[config.mk]
export PLATFORM = sky130hd
export DESIGN_NAME = dmem_port_arbiter
export DESIGN_NICKNAME = d
export VERILOG_FILES = /design/src/rtl/dmem_port_arbiter_pkg.sv /design/src/rtl/dmem_port_arbiter_sat_counter.sv /design/src/rtl/dmem_port_arbiter.sv
export SDC_FILE = /design/constraint.sdc
export NUM_CORES = 1
export LEC_CHECK = 0
export CORE_MARGIN = 3
export CORE_UTILIZATION = 35
export CTS_CLUSTER_DIAMETER = 40
export DETAILED_ROUTE_END_ITERATION = 8
export PLACE_DENSITY = 0.78
export SETUP_SLACK_MARGIN = 0.5
export SLEW_MARGIN = 10
export SYNTH_ARGS = -nofsm -noshare
export SYNTH_HDL_FRONTEND = slang
export SYNTH_HIERARCHICAL = 1
export SYNTH_SLANG_ARGS = --single-unit
[constraint.sdc]
create_clock -name clk -period 3.6 [get_ports clk]
set_input_delay 1.08 -clock clk [delete_from_list [all_inputs] [get_ports clk]]
set_output_delay 1.08 -clock clk [all_outputs]
set_load 0.02 [all_outputs]
[src/rtl/dmem_port_arbiter_pkg.sv]
// Shared definitions for the DataMem port arbiter: FSM encoding, alignment mask and
// the starvation-counter width helper.
package dmem_port_arbiter_pkg;

  typedef enum logic [1:0] {
    StIdle = 2'd0,
    StPend = 2'd1,
    StAck  = 2'd2
  } arb_state_e;

  localparam int unsigned WORD_BYTES = 4;
  localparam logic [1:0]  ALIGN_MASK = 2'(WORD_BYTES - 1);

  // A zero maximum still needs one counter bit.
  function automatic int unsigned cnt_width(input int unsigned max_val);
    return (max_val < 1) ? 1 : $clog2(max_val + 1);
  endfunction

endpackage

[src/rtl/dmem_port_arbiter_sat_counter.sv]
// Saturating up-counter with synchronous clear; at_max flags cnt == MAX.
module sat_counter
  import dmem_port_arbiter_pkg::*;
#(
  parameter int unsigned MAX = 8,
  parameter int unsigned W   = cnt_width(MAX)
) (
  input  logic         clk,
  input  logic         rst,
  input  logic         clr,
  input  logic         inc,
  output logic [W-1:0] cnt,
  output logic         at_max
);

  assign at_max = (cnt == W'(MAX));

  always_ff @(posedge clk or posedge rst) begin
    if (rst) begin
      cnt <= '0;
    end else if (clr) begin
      cnt <= '0;
    end else if (inc && !at_max) begin
      cnt <= cnt + 1'b1;
    end
  end

endmodule

[src/rtl/dmem_port_arbiter.sv]
// Shares DataMem between the MEM stage (fixed priority) and a debug/loader port; a
// starvation counter forces one stalled CPU cycle so the debug access always completes.
module dmem_port_arbiter
  import dmem_port_arbiter_pkg::*;
#(
  parameter int unsigned ADDR_W   = 32,
  parameter int unsigned DATA_W   = 32,
  parameter int unsigned MAX_WAIT = 8
) (
  input  logic              clk,
  input  logic              rst,
  input  logic              cpu_rd,
  input  logic              cpu_wr,
  input  logic [ADDR_W-1:0] cpu_addr,
  input  logic [DATA_W-1:0] cpu_wdata,
  output logic [DATA_W-1:0] cpu_rdata,
  output logic              cpu_stall,
  input  logic              dbg_req,
  input  logic              dbg_we,
  input  logic [ADDR_W-1:0] dbg_addr,
  input  logic [DATA_W-1:0] dbg_wdata,
  output logic              dbg_ack,
  output logic              dbg_err,
  output logic [DATA_W-1:0] dbg_rdata,
  output logic              mem_rd,
  output logic              mem_wr,
  output logic [ADDR_W-1:0] mem_addr,
  output logic [DATA_W-1:0] mem_wdata,
  input  logic [DATA_W-1:0] mem_rdata
);

  localparam int unsigned CntW = cnt_width(MAX_WAIT);

  arb_state_e        state_q, state_d;
  logic              req_we_q;
  logic [ADDR_W-1:0] req_addr_q;
  logic [DATA_W-1:0] req_wdata_q;

  logic            cpu_busy, misaligned, grant, at_max, cnt_clr, cnt_inc;
  logic [CntW-1:0] wait_cnt;

  assign cpu_busy   = cpu_rd | cpu_wr;
  assign misaligned = (dbg_addr[1:0] & ALIGN_MASK) != 2'b00;
  assign grant      = (state_q == StPend) && (!cpu_busy || at_max);
  assign cpu_rdata  = mem_rdata;

  sat_counter #(
    .MAX (MAX_WAIT),
    .W   (CntW)
  ) u_wait_cnt (
    .clk    (clk),
    .rst    (rst),
    .clr    (cnt_clr),
    .inc    (cnt_inc),
    .cnt    (wait_cnt),
    .at_max (at_max)
  );

  always_comb begin
    state_d = state_q;
    cnt_clr = 1'b0;
    cnt_inc = 1'b0;
    unique case (state_q)
      StIdle: begin
        if (dbg_req) begin
          cnt_clr = 1'b1;
          state_d = misaligned ? StAck : StPend;
        end
      end
      StPend: begin
        if (grant) state_d = StAck;
        else       cnt_inc = 1'b1;
      end
      StAck:   state_d = StIdle;
      default: state_d = StIdle;
    endcase
  end

  // The debug access displaces the CPU only in its grant cycle; a busy CPU then retries.
  always_comb begin
    mem_rd    = cpu_rd;
    mem_wr    = cpu_wr;
    mem_addr  = cpu_addr;
    mem_wdata = cpu_wdata;
    cpu_stall = 1'b0;
    if (grant) begin
      mem_rd    = !req_we_q;
      mem_wr    = req_we_q;
      mem_addr  = req_addr_q;
      mem_wdata = req_wdata_q;
      cpu_stall = cpu_busy;
    end
  end

  always_ff @(posedge clk or posedge rst) begin
    if (rst) begin
      state_q     <= StIdle;
      req_we_q    <= 1'b0;
      req_addr_q  <= '0;
      req_wdata_q <= '0;
      dbg_ack     <= 1'b0;
      dbg_err     <= 1'b0;
      dbg_rdata   <= '0;
    end else begin
      state_q <= state_d;
      if (state_q == StIdle && dbg_req) begin
        req_we_q    <= dbg_we;
        req_addr_q  <= dbg_addr;
        req_wdata_q <= dbg_wdata;
      end
      dbg_ack <= (state_d == StAck);
      dbg_err <= (state_q == StIdle) && dbg_req && misaligned;
      if (grant && !req_we_q) dbg_rdata <= mem_rdata;
    end
  end

endmodule
==> impl_metrics.yaml <==
yosys:
  ys_flop_type: "dfrtp_1"
  top_post_synthesis_cells_by_area: "dfrtp_1 51%, mux2_2 29%, mux2_4 8.7%"
  post-synth-top-count-cell: "mux2_2"
  post_synth.cell_area_avg_um2: 14.6
  synth_nets: 523
  yosysWarningCount: 6
  synthArstFlopShare_pct: 100
  count_of_flip_flops_with_a_built_in_enable_after_synthesis: 0
  synth_top_cell_area_share_pct: 50.7
  yosysTopAreaCell: "dfrtp_1"
  postSynthCellCount: 355
  yosysUniqueCellTypes: 23
  post_synth_instance_area_um2: 5190
  synth_seq_area_share_pct: 50.7
  synth_seq_cells: 105
  synth_commonest_cells: "133 x mux2_2, 105 x dfrtp_1, 32 x buf_4"
drt:
  remaining_drc_errors: 0
  dr.pass1.iters: 4
  avgViaCountPerCell: 4.69
  route.vias.total: 3866
  detail_route.iter0.violations: 111
  routed_wire_length_per_instance_um: 18.7
  route.final.wire_length_um: 15400
  drt.antenna.violating_nets: 0
power:
  worst_ir_drop_vdd_mv: 0.306
  power.density_cell_area_nw_per_um2: 506
  internal_power_mw: 3.13
  power.combinational.fraction_pct: 40.4
  pwr-share-seq_pct: 39.8
  net-switching-power_mw: 1.36
  power_leakage_nw: 4.12
  pwr-share-clk_pct: 19.8
  netSwitchingFraction_pct: 30.3
global_route:
  grt_pass1_wl_um: 22700
  grt_usage_pct: 17.7
  first_global_vias: 4219
  pin_count_of_the_biggest_net_entering_global_routing: 65
  grt_antenna_before_repair: 0
  grt-ovfl-total: 0
placed_design:
  place.port_buffers: 298
  place_hpwl_um: 11300
  pre_cts_ws_ns: -0.559
  dpl-instance-area_um2: 8190
  routability_driven_placement_congestion_ratio: 0.757
sta:
  finalSetupViolCount: 0
  final.setup_skew_ns: 0.00809
  setup-tns-final_ns: 0
  fmax_mhz: 302
  min_period_over_period_pct: 92.1
  finalWorstSetupSlack_ns: 0.286
  final-max-slew-violation-count: 0
  tightest_slew_ns: 0.704
  slew_headroom_pct: 53.0
  report.final.hold_viol_count: 0
  hold-worst-slack_ns: 0.508
  grt_setup_unrepaired: "yes"
  period_minus_slack_ns: 3.31
layout:
  diodes_inserted: 0
  utilization_pct: 62.6
  layout.area.seq_um2: 2630
  area_delta_synth_final_pct: 71.4
  final.fill_count: 1125
  multiInputGateArea_um2: 2320
  drive_above_1_share_pct: 43.2
  final_cell_area_um2: 8890
  num-nets-final: 807
die:
  placementRows: 43
  core_region_area_um2: 14200
  starting_utilization_of_the_core_area_pct: 36.5
  die_outline_area_um2: 16300
  fp.dieH_um: 128
  die_x_um: 128
  design.portCount: 299
worst_setup_path:
  cp_data_required_time_ns: 2.52
  cp.arrival_ns: 2.23
  critical_path.reg2reg.endpoint: "dbg_rdata[28]"
  worst-path-max-fanout: 7
  critPathCaptureType: "output pin"
  r2r-start: "u_wait_cnt/cnt[0]"
  critPathKind: "input port to output pin"
  startpoint_type: "input port"
  timing.reg2reg.setup_slack_ns: 1.41
  reg2reg_depth: 8
min_path:
  holdPathEnd: "req_wdata_q[3]"
  hold_crit_start: "req_wdata_q[3]"
  hold_class: "flip-flop to flip-flop"
  min_delay_path_depth: 1
clock_tree:
  tritoncts: "done"
  htree_levels: 3
  cts-root-to-sink-buffers: 2
  cts_inserted_buffers: 9
  buffer_cell_driving_the_clock_tree_root: "clkbuf_16"
  clk_pin_slew_worst_paths_ns: 0.07
  worst_skew_pair.late_latency_ns: 0.34
  post_cts_hold_buffer_count: 0
  clock_sink_count: 105
job:
  cap_violations: 0
run_status:
  status: "completed"
==> through the flow <==
| step | power [mW] | cells |
|---|---|---|
| CTS | 4.48 | 818 |
| detailed placement | 3.57 | 793 |
| global placement | 3.51 | 793 |
| finish | 4.50 | 824 |
| global route | 4.73 | 824 |
| floorplan | 2.71 | 355 |
==> sequential cells by signal, indices dropped and copies added, names as in the netlist <==
name / flops
dbg_ack: 1
dbg_err: 1
dbg_rdata: 32
req_addr_q: 32
req_wdata_q: 32
req_we_q: 1
state_q: 2
u_wait_cnt/cnt: 4
==> worst max-delay path by stage <==
stage | endpoint | startpoint | cells past startpoint | slack (ns)
after floorplan | mem_rd | cpu_wr | 5 | 0.46
after global placement | mem_rd | cpu_wr | 5 | -0.54
after detailed placement | mem_rd | cpu_wr | 5 | -0.56
after CTS | mem_wdata[3] | u_wait_cnt/cnt[0] | 10 | 0.29
after global routing | mem_addr[19] | u_wait_cnt/cnt[0] | 10 | 0.24
final | mem_addr[23] | cpu_rd | 7 | 0.29
==> power by group through the flow <==
stage / clock network (mW) / registers [mW] / logic [mW]
floorplan: 0 / 1.97 / 0.748
global placement: 0 / 1.78 / 1.73
detailed placement: 0 / 1.80 / 1.76
CTS: 0.920 / 1.79 / 1.78
global route: 0.964 / 1.85 / 1.92
finish: 0.890 / 1.79 / 1.82
==> worst max-delay path, cell delays in order <==
cell	delay, ns
buf_8	0.10
o21bai_4	0.17
nand2b_4	0.11
buf_12	0.17
clkbuf_16	0.16
mux2_4	0.30
buf_6	0.13
==> cell families after synthesis <==
group	share of synthesized area (%)
AOI/OAI and AO/OA	0.892
buffers and inverters	7.94
adders and majority gates	0.482
xor gates and xnor gates	0.169
muxes	37.7
and+or+nand+nor	2.12
DFF	50.7
==> cells in the final DEF, fill, tap and decap left out, types with 2 or more instances in the layout <==
master and instances:
mux2_2 95, clkinv_4 2, buf_12 6, dlygate4sd2_1 32, nor2_1 8, mux2_4 68
clkbuf_16 14, inv_1 3, clkinvlp_4 2, nand2b_1 3, buf_2 5, buf_6 66
ha_1 2, buf_16 3, nand2_1 5, clkdlybuf4s50_1 197, dfrtp_1 105, buf_4 8
clkbuf_1 3
==> metal layers <==
| layer | global-route usage [%] | part of all wire [%] | vias to the layer above |
|---|---|---|---|
| li1 | - | - | 1777 |
| met4 | 4.37 | 1.4 | 0 |
| met5 | 0 | 0 | - |
| met3 | 6.04 | 8.3 | 22 |
| met2 | 32.7 | 53 | 187 |
| met1 | 19.5 | 37 | 1880 |
==> layout make-up <==
| type | instances | area share (%) |
|---|---|---|
| repair buffers | 324 | 38.6 |
| flip-flops and latches | 105 | 29.6 |
| multi-input cells | 194 | 26.1 |
| clock buffers | 12 | 2.66 |
| well taps | 180 | 2.53 |
| clock inverters | 4 | 0.338 |
| inverters | 5 | 0.253 |
==> what timing repair did <==
action                                  4_1_cts  5_1_grt
gates resized for setup                     406       77
buffers inserted                              7        0
pin swaps                                     2        1
endpoints found under the setup margin       99       67
gates cloned                                  2        6
No activity file was read; power rests on OpenSTA's default activity.
